## src/rtl/psram_qpi_master.sv

```systemverilog
// psram_qpi_master: QPI PSRAM initiator.
// Turns single-beat bus requests into 38h quad-write / EBh quad-read frames.
// sck runs at clk/2. Each nibble is one low phase followed by one high phase.
// Optional macro PSRAM_QPI_ENTER_EN: the first frame after reset is preceded
// by an SPI-mode 35h (enter QPI) frame.
module psram_qpi_master #(
   parameter int RD_WAIT_CYCLES = 7,
   parameter int CE_GAP         = 2
) (
   input  logic        clk,
   input  logic        reset,
   input  logic        req_valid,
   output logic        req_ready,
   input  logic        req_we,
   input  logic [23:0] req_addr,
   input  logic [1:0]  req_len,
   input  logic [31:0] req_wdata,
   output logic        rsp_valid,
   output logic [31:0] rsp_rdata,
   output logic        sck,
   output logic        ce_n,
   output logic [3:0]  dio_o,
   output logic [3:0]  dio_oe,
   input  logic [3:0]  dio_i
);

   typedef enum logic [3:0] {
      S_IDLE,
`ifdef PSRAM_QPI_ENTER_EN
      S_QPI_ENTER,
      S_ENTER_GAP,
`endif
      S_CMD,
      S_ADDR,
      S_WDATA,
      S_RWAIT,
      S_RDATA,
      S_DONE
   } state_t;

`ifdef PSRAM_QPI_ENTER_EN
   localparam logic [7:0] ENTER_CMD = 8'h35;
   logic qpi_entered_q, qpi_entered_d;
`endif

   state_t      state_q, state_d;
   logic [7:0]  cnt_q, cnt_d;
   logic        sck_q, sck_d;
   logic        ce_n_q, ce_n_d;
   logic [3:0]  dio_o_q, dio_o_d;
   logic [3:0]  dio_oe_q, dio_oe_d;
   logic        ready_q, ready_d;
   logic        rsp_valid_q, rsp_valid_d;
   logic [31:0] rsp_rdata_q, rsp_rdata_d;
   logic        we_q, we_d;
   logic [23:0] addr_q, addr_d;
   logic [1:0]  len_q, len_d;
   logic [31:0] wdata_q, wdata_d;
   logic [31:0] rdata_sh_q, rdata_sh_d;
   logic        start_frame, end_frame, start_we;
   logic [2:0]  nib_k;

   // Byte k/2 of a little-endian word, high nibble for even k.
   function automatic logic [3:0] data_nib(input logic [31:0] w, input logic [2:0] k);
      return w[{k[2:1], ~k[0], 2'b00} +: 4];
   endfunction

   // Address nibble k, most significant nibble first.
   function automatic logic [3:0] addr_nib(input logic [23:0] a, input logic [2:0] k);
      logic [23:0] s;
      s = a << {k, 2'b00};
      return s[23:20];
   endfunction

   // Next-state and next-output logic for the frame sequencer.
   always_comb begin
      // NOTE: every variable gets a default first so no path leaves it unassigned (no latch); blocking '=' is right here.
      state_d     = state_q;
      cnt_d       = cnt_q;
      sck_d       = sck_q;
      ce_n_d      = ce_n_q;
      dio_o_d     = dio_o_q;
      dio_oe_d    = dio_oe_q;
      ready_d     = 1'b0;
      rsp_valid_d = 1'b0;
      rsp_rdata_d = rsp_rdata_q;
      we_d        = we_q;
      addr_d      = addr_q;
      len_d       = len_q;
      wdata_d     = wdata_q;
      rdata_sh_d  = rdata_sh_q;
`ifdef PSRAM_QPI_ENTER_EN
      qpi_entered_d = qpi_entered_q;
`endif
      start_frame = 1'b0;
      end_frame   = 1'b0;
      start_we    = we_q;
      nib_k       = cnt_q[2:0] + 3'd1;

      unique case (state_q)
         S_IDLE: begin
            ready_d = 1'b1;
            if (req_valid && ready_q) begin
               ready_d  = 1'b0;
               we_d     = req_we;
               addr_d   = req_addr;
               len_d    = req_len;
               wdata_d  = req_wdata;
               start_we = req_we;
`ifdef PSRAM_QPI_ENTER_EN
               if (!qpi_entered_q) begin
                  state_d  = S_QPI_ENTER;
                  cnt_d    = '0;
                  ce_n_d   = 1'b0;
                  sck_d    = 1'b0;
                  dio_oe_d = 4'b0001;
                  dio_o_d  = {3'b000, ENTER_CMD[7]};
               end else begin
                  start_frame = 1'b1;
               end
`else
               start_frame = 1'b1;
`endif
            end
         end
`ifdef PSRAM_QPI_ENTER_EN
         S_QPI_ENTER: begin
            if (!sck_q) sck_d = 1'b1;
            else if (cnt_q == 8'd7) begin
               state_d       = S_ENTER_GAP;
               cnt_d         = '0;
               sck_d         = 1'b0;
               ce_n_d        = 1'b1;
               dio_oe_d      = 4'h0;
               dio_o_d       = 4'h0;
               qpi_entered_d = 1'b1;
            end else begin
               sck_d   = 1'b0;
               cnt_d   = cnt_q + 8'd1;
               dio_o_d = {3'b000, ENTER_CMD[3'd6 - cnt_q[2:0]]};
            end
         end
         S_ENTER_GAP: begin
            if (int'(cnt_q) >= CE_GAP - 1) start_frame = 1'b1;
            else cnt_d = cnt_q + 8'd1;
         end
`endif
         S_CMD: begin
            if (!sck_q) sck_d = 1'b1;
            else begin
               sck_d = 1'b0;
               if (cnt_q == 8'd0) begin
                  cnt_d   = 8'd1;
                  dio_o_d = we_q ? 4'h8 : 4'hB;
               end else begin
                  state_d = S_ADDR;
                  cnt_d   = '0;
                  dio_o_d = addr_q[23:20];
               end
            end
         end
         S_ADDR: begin
            if (!sck_q) sck_d = 1'b1;
            else begin
               sck_d = 1'b0;
               cnt_d = '0;
               if (cnt_q != 8'd5) begin
                  cnt_d   = cnt_q + 8'd1;
                  dio_o_d = addr_nib(addr_q, nib_k);
               end else if (we_q) begin
                  state_d = S_WDATA;
                  dio_o_d = data_nib(wdata_q, 3'd0);
               end else begin
                  // Bus turnaround: release dio for the whole wait period.
                  state_d  = S_RWAIT;
                  dio_oe_d = 4'h0;
                  dio_o_d  = 4'h0;
               end
            end
         end
         S_WDATA: begin
            if (!sck_q) sck_d = 1'b1;
            else if (cnt_q == {5'd0, len_q, 1'b1}) end_frame = 1'b1;
            else begin
               sck_d   = 1'b0;
               cnt_d   = cnt_q + 8'd1;
               dio_o_d = data_nib(wdata_q, nib_k);
            end
         end
         S_RWAIT: begin
            if (!sck_q) sck_d = 1'b1;
            else begin
               sck_d = 1'b0;
               if (int'(cnt_q) == RD_WAIT_CYCLES - 1) begin
                  state_d = S_RDATA;
                  cnt_d   = '0;
               end else begin
                  cnt_d = cnt_q + 8'd1;
               end
            end
         end
         S_RDATA: begin
            // Capture on the edge that raises sck: the nibble the device drove after the previous rise.
            if (!sck_q) begin
               sck_d = 1'b1;
               rdata_sh_d[{cnt_q[2:1], ~cnt_q[0], 2'b00} +: 4] = dio_i;
            end else if (cnt_q == 8'd7) begin
               end_frame   = 1'b1;
               rsp_rdata_d = rdata_sh_q;
            end else begin
               sck_d = 1'b0;
               cnt_d = cnt_q + 8'd1;
            end
         end
         S_DONE: begin
            // The accept cycle in IDLE is the last ce_n-high cycle of the gap.
            if (int'(cnt_q) >= CE_GAP - 2) begin
               state_d = S_IDLE;
               ready_d = 1'b1;
            end else begin
               cnt_d = cnt_q + 8'd1;
            end
         end
         default: state_d = S_IDLE;
      endcase

      if (start_frame) begin
         state_d  = S_CMD;
         cnt_d    = '0;
         ce_n_d   = 1'b0;
         sck_d    = 1'b0;
         dio_oe_d = 4'hF;
         dio_o_d  = start_we ? 4'h3 : 4'hE;
      end
      if (end_frame) begin
         state_d     = S_DONE;
         cnt_d       = '0;
         sck_d       = 1'b0;
         ce_n_d      = 1'b1;
         dio_oe_d    = 4'h0;
         dio_o_d     = 4'h0;
         rsp_valid_d = 1'b1;
      end
   end

   // State and output registers; reset aborts any frame in progress.
   always_ff @(posedge clk or posedge reset) begin
      // NOTE: non-blocking '<=' for all state; the request/shift registers are reset too so an aborted frame leaves no stale data.
      if (reset) begin
         state_q     <= S_IDLE;
         cnt_q       <= '0;
         sck_q       <= 1'b0;
         ce_n_q      <= 1'b1;
         dio_o_q     <= 4'h0;
         dio_oe_q    <= 4'h0;
         ready_q     <= 1'b0;
         rsp_valid_q <= 1'b0;
         rsp_rdata_q <= '0;
         we_q        <= 1'b0;
         addr_q      <= '0;
         len_q       <= '0;
         wdata_q     <= '0;
         rdata_sh_q  <= '0;
`ifdef PSRAM_QPI_ENTER_EN
         qpi_entered_q <= 1'b0;
`endif
      end else begin
         state_q     <= state_d;
         cnt_q       <= cnt_d;
         sck_q       <= sck_d;
         ce_n_q      <= ce_n_d;
         dio_o_q     <= dio_o_d;
         dio_oe_q    <= dio_oe_d;
         ready_q     <= ready_d;
         rsp_valid_q <= rsp_valid_d;
         rsp_rdata_q <= rsp_rdata_d;
         we_q        <= we_d;
         addr_q      <= addr_d;
         len_q       <= len_d;
         wdata_q     <= wdata_d;
         rdata_sh_q  <= rdata_sh_d;
`ifdef PSRAM_QPI_ENTER_EN
         qpi_entered_q <= qpi_entered_d;
`endif
      end
   end

   assign req_ready = ready_q;
   assign rsp_valid = rsp_valid_q;
   assign rsp_rdata = rsp_rdata_q;
   assign sck       = sck_q;
   assign ce_n      = ce_n_q;
   assign dio_o     = dio_o_q;
   assign dio_oe    = dio_oe_q;

endmodule

```

## config.mk

```make
export PLATFORM = sky130hd
export DESIGN_NAME = psram_qpi_master
export DESIGN_NICKNAME = d
export VERILOG_FILES = /design/src/rtl/psram_qpi_master.sv
export SDC_FILE = /design/constraint.sdc
export NUM_CORES = 1
export LEC_CHECK = 0
export BUFFER_PORTS_ARGS = -buffer_cell sky130_fd_sc_hd__buf_2
export CAP_MARGIN = 20
export CORE_ASPECT_RATIO = 0.8
export CORE_UTILIZATION = 35
export DETAILED_ROUTE_END_ITERATION = 8
export GPL_TIMING_DRIVEN = 0
export HOLD_SLACK_MARGIN = 0.1
export PLACE_DENSITY = 0.62
export SYNTH_ARGS = -nofsm -noshare
export SYNTH_HDL_FRONTEND = slang
export SYNTH_SLANG_ARGS = --single-unit
```

## constraint.sdc

```tcl
create_clock -name clk -period 11 [get_ports clk]
set_clock_uncertainty 0.2 [all_clocks]
set_input_delay 2.2 -clock clk [delete_from_list [all_inputs] [get_ports clk]]
set_output_delay 2.2 -clock clk [all_outputs]
set_load 0.01 [all_outputs]
```

; Yosys cells after proc, flatten, opt, wreduce, memory -nomap -nowiden
; Index checks and enable logic that the tools add are counted.
[totals]
in_bits = 66
reg_bits = 147
output_inout_bits = 44
[classes]
add_sub_neg = 3
shifts = 4
n_eq_ne = 23
n_mux = 62
reduce_logical = 18
bitwise = 3
[op_table]
columns = cell, n
row1 = $mux W4, 24
row2 = $mux W8, 11
row3 = $ne A4 B4 Y1 const B, 10
row4 = $pmux W8 S5, 1
row5 = $bwmux W32, 1
row6 = $shift A4 B7 Y32 const A, 1
row7 = $shiftx A32 B6 Y4, 1
row8 = $shiftx A4 B7 Y32, 1
row9 = $shl A24 B5 Y24, 1
row10 = $mux W1, 18
row11 = $pmux W4 S4, 1
row12 = $eq A4 B3 Y1 const B, 3
row13 = $pmux W4 S3, 1
row14 = $reduce_bool A5 Y1, 2
row15 = $add A8 B1 Y8 const B, 1
row16 = $eq A4 B2 Y1 const B, 2
row17 = $eq A8 B3 Y1, 1
row18 = $eq A8 B3 Y1 const B, 1
row19 = $eq A8 B4 Y1 const B, 1
row20 = $logic_not A8 Y1, 1
row21 = $ne A8 B3 Y1 const B, 1
row22 = $reduce_and A8 Y1, 1
row23 = $neg A5 Y7, 1
row24 = $reduce_and A7 Y1, 1
row25 = 19 further kinds, 26

; Depth between registers and ports, before layout
[depth]
depth_word = 8
ltp_mapped = 10
ltp_nobuf = 8

; Worst setup path before layout
; Ideal clock, no wire load.
[synth_timing]
path_kind = input to register
startpoint = input req_valid
endpoint = register cnt_q[2]
t_arrival_ns = 3.314
path_buffers = 1
path_slack_ns = 7.362
cell_stages = 7
path_cell_list = nand2_1 -> nand2_1 -> nand3_1 -> o21a_4 -> or2_1 -> buf_6 -> a211o_1
[synth_between]
elab_chain_cells = 5
word_cells_on_any_way = 14
cone_classes = eq/ne (7) / mux (4) / reduce/logical (3)
[synth_lines]
columns = element, line
row1 = from (decl), 12  ; input logic req_valid,
row2 = $logic_and A1 B1 Y1 (*), 103  ; if (req_valid && ready_q) begin
row3 = $mux W1 (*), 103
row4 = $mux W1 (*), 100  ; unique case (state_q)
row5 = "$ne A4 B4 Y1 (no source line), or another cell as far along", -
row6 = $reduce_and A8 Y1 (no source line) / $mux W8 (equally long branches), -
row7 = to (signal assigned), 269  ; cnt_q <= cnt_d;
row8 = to (decl), 47  ; logic [7:0] cnt_q, cnt_d;
; Every way passes the cells marked *; elsewhere a longest branch is shown, timed or not.
; A chain may end at the register's enable or synchronous reset.

; Worst setup path after layout
[layout_timing]
startpoint = input req_valid
endpoint = register cnt_q[3]
; Same word-level chain as after synthesis.

==> flow_metrics.env <==
export IMPL_p_seq_share_pct=35.8
export IMPL_drc=0
export IMPL_drtIter0Drc=427
export IMPL_cts_resized=0
export IMPL_stdcell_count=1027
export IMPL_htreeDepth=4
export IMPL_synth_edff_count=0
export IMPL_yosys_warnings=0
export IMPL_ys_seq_elements=143
export IMPL_power_frac_comb_pct=37.3
export IMPL_hold_viol=0
export IMPL_overflow=0
export IMPL_cts_clk_slew_worst_paths_ns=0.06
export IMPL_cts_sinks=143
export IMPL_die_h_um=126.0
export IMPL_syn_inst=632
export IMPL_synth_fp_nets=703
export IMPL_cp_slowest_cell="or3_1"
export IMPL_r2r_setup_slack_ns=7.87
export IMPL_core_um2=18440
export IMPL_rsz0062_at_grt="no"
export IMPL_powerDensity_nw_per_um2=257.0
export IMPL_syn2layout_area_growth_pct=21.95
export IMPL_hpwl_mm=11.90
export IMPL_worst_pin_slew_ns=0.7867
export IMPL_switchingPower_mw=0.7743
export IMPL_setup_tns_final_ns=0
export IMPL_critPathMaxStageDelay_ns=0.44
export IMPL_drv_cap=0
export IMPL_clock_latency_ns=0.42
export IMPL_period_minus_slack_ns=3.632
export IMPL_crit_buf_inv=1
export IMPL_port_buffers=109
export IMPL_grt_usage_pct=18.18
export IMPL_swShare_pct=36.76
export IMPL_ys_flop_type="dfrtp_1"
export IMPL_crit_fanout=7
export IMPL_power_mw=2.106
export IMPL_num_nets_final=832
export IMPL_synth_cell_type_count=67
export IMPL_required_ns=11.13
export IMPL_cts_tree="built"
export IMPL_cts_setup_buffers=0
export IMPL_syn_avg_cell_area_um2=10.64
export IMPL_p_clk_share_pct=27.0
export IMPL_arrival_ns=3.76
export IMPL_dp_cells=995
export IMPL_synthArstFlopShare_pct=100.0
export IMPL_num_vias=5172
export IMPL_cpLargestDelayFamily="simple AND/OR/NAND/NOR gates"
export IMPL_ant_nets=0
export IMPL_start_util_pct=36.45
export IMPL_post_route_util_pct=44.44
export IMPL_drive_above_1_share_pct=32.43
export IMPL_pre_cts_slack_ns=6.945
export IMPL_crit_type="input pin to flop"
export IMPL_outcome="finished, final reports clean"
export IMPL_setup_violations=0
export IMPL_vias_per_cell=5.036
export IMPL_ios=110
export IMPL_yosysSeqAreaShare_pct=53.26
export IMPL_endpoint_kind="flop"
export IMPL_path_cells="buf_2 > nand3_1 > a22o_1 > nand4_1 > or3_1 > o221ai_1"
export IMPL_start_kind="input pin"
export IMPL_finalWorstSetupSlack_ns=7.368
export IMPL_first_pass_iters=5
export IMPL_grt_pass1_vias=5147
export IMPL_core_rowCount=44
export IMPL_dieArea_um2=19770
export IMPL_grt_pass1_wl_mm=27.39
export IMPL_max_slew_margin_rel_pct=47.15
export IMPL_p_leak_nw=4.104
export IMPL_hold_buffers=0
export IMPL_globalplace_congestion=0.8901
export IMPL_drv_slew=0
export IMPL_timing_fmax_ghz=0.2753
export IMPL_clockRootBuffer="clkbuf_16"
export IMPL_wl_mm=16.60
export IMPL_p_int_mw=1.332
export IMPL_fin_crit_sh_pct=33.02
export IMPL_routedWlPerCell_um=16.16
export IMPL_synth_area_um2=6721
export IMPL_numCtsBuffers=17
export IMPL_clock_path_buffers=2
export IMPL_antenna_found_initial=0
export IMPL_grt_max_degree=75
export IMPL_hp_class="flop to flop"
export IMPL_die_width_um=156.9
export IMPL_peakVddDrop_mv=0.1581
export IMPL_n_antenna_cell=0
registers in the layout, indices dropped and copies added, names as in the netlist:
signal and count:
state_q 3, rsp_valid 1, rdata_sh_q 32, sck 1
req_ready 1, wdata_q 32, cnt_q 8, rsp_rdata 32
dio_o 4, ce_n 1, we_q 1, dio_oe 1
addr_q 24, len_q 2
layer usage:
layer | vias to the layer above | wire [um] | global-route usage, %
met5 | - | 0 | 0
met4 | 0 | 209 | 5.940
met1 | 2530 | 8166 | 27.00
li1 | 2436 | - | -
met3 | 19 | 1041 | 3.992
met2 | 187 | 7179 | 26.12
cells in the mapped netlist, drive strengths merged (3+ instances only):
cell / count / area share, %
o211ai: 4 / 0.45
ha: 5 / 0.93
nand4: 9 / 0.84
buf: 20 / 1.8
a31oi: 6 / 0.56
mux2: 69 / 12
nor3b: 3 / 0.34
nand2: 201 / 11
a21oi: 14 / 1.0
o2bb2ai: 4 / 0.52
o21ai: 13 / 0.97
nand2b: 3 / 0.28
nor2b: 3 / 0.28
dfrtp: 142 / 53
a211o: 5 / 0.65
or3: 7 / 0.73
clkbuf: 18 / 1.0
inv: 10 / 0.56
nor3: 15 / 1.5
nor2: 16 / 0.93
and3: 3 / 0.35
xnor2: 3 / 0.39
mux4: 12 / 4.0
mux2i: 4 / 0.60
nand3: 7 / 0.52
worst paths after layout:
check | from | endpoint | cells past startpoint
worst max-delay path | req_valid | cnt_q[3]$_DFFE_PP0P_ | 6
worst min-delay path | wdata_q[12]$_DFFE_PP0P_ | wdata_q[12]$_DFFE_PP0P_ | 2
worst max register to register | cnt_q[0]$_DFFE_PP0P_ | dio_o[1]$_DFFE_PP0P_ | 9
worst min register to register | wdata_q[12]$_DFFE_PP0P_ | wdata_q[12]$_DFFE_PP0P_ | 2
max in group asynchronous | reset | sck$_DFFE_PP0P_ | 3
min in group asynchronous | reset | addr_q[12]$_DFFE_PP0P_ | 2
cells by family (layout without fill, tap and decap cells):
kind of cell             count (synthesis)  after routing  synth area share [%]
AND/OR/NAND/NOR                        280            280                 18.63
flip-flops                             143            143                 53.26
multiplexers                            85             85                 16.18
AO/OA/AOI/OAI                           66             66                 6.925
buffers and inverters                   48            190                 3.425
adder cells (fa/ha/maj)                  5              5                0.9308
XOR/XNOR                                 5              5                0.6516
cells in the final DEF, fill, tap and decap left out, types with 7 or more instances in the layout:
master / netlist / final
inv_1: 10 / 9
clkbuf_16: 0 / 17
nor3_1: 11 / 11
mux4_2: 12 / 12
buf_4: 8 / 8
nand4_1: 9 / 9
nand2_1: 201 / 201
dfrtp_1: 142 / 142
mux2_2: 65 / 65
nand3_1: 7 / 7
o21ai_0: 11 / 11
clkbuf_1: 17 / 19
nor2_1: 15 / 15
a21oi_1: 14 / 14
buf_2: 9 / 118
worst reg2reg max path, cell delays in order (launching register included):
cell      delay [ns]
dfrtp_1         0.38
buf_4           0.20
inv_1           0.14
ha_1            0.32
buf_2           0.31
clkbuf_1        0.50
mux4_2          0.39
mux2_2          0.29
a31oi_1         0.16
a31oi_1         0.10
per-stage QoR:
stage / hold slack [ns] / instance area, um2
floorplan: 0.2403 / 6721
global placement: 0.2563 / 7584
finish: 0.2713 / 8197
global route: 0.2812 / 8197
detailed placement: 0.2583 / 7616
CTS: 0.2728 / 8197
layout make-up:
| class | count | area [um2] |
|---|---|---|
| clock buffers | 20 | 446.7 |
| fillers | 1797 | 10250 |
| multi-input cells | 441 | 2912 |
| repair buffers | 110 | 573.1 |
| inverters | 10 | 42.54 |
| plain buffers | 38 | 192.7 |
| flip-flops and latches | 143 | 3580 |
| well taps | 253 | 316.6 |
| clock inverters | 12 | 133.9 |
power groups by stage:
stage / Sequential (mW) / Clock [mW] / Combinational, mW
2_1_floorplan: 0.735 / 0 / 0.572
3_3_place_gp: 0.759 / 0 / 0.772
3_5_place_dp: 0.760 / 0 / 0.782
4_1_cts: 0.753 / 0.578 / 0.784
5_1_grt: 0.769 / 0.598 / 0.872
6_report: 0.753 / 0.568 / 0.785
No activity file was read; power rests on OpenSTA's default activity.
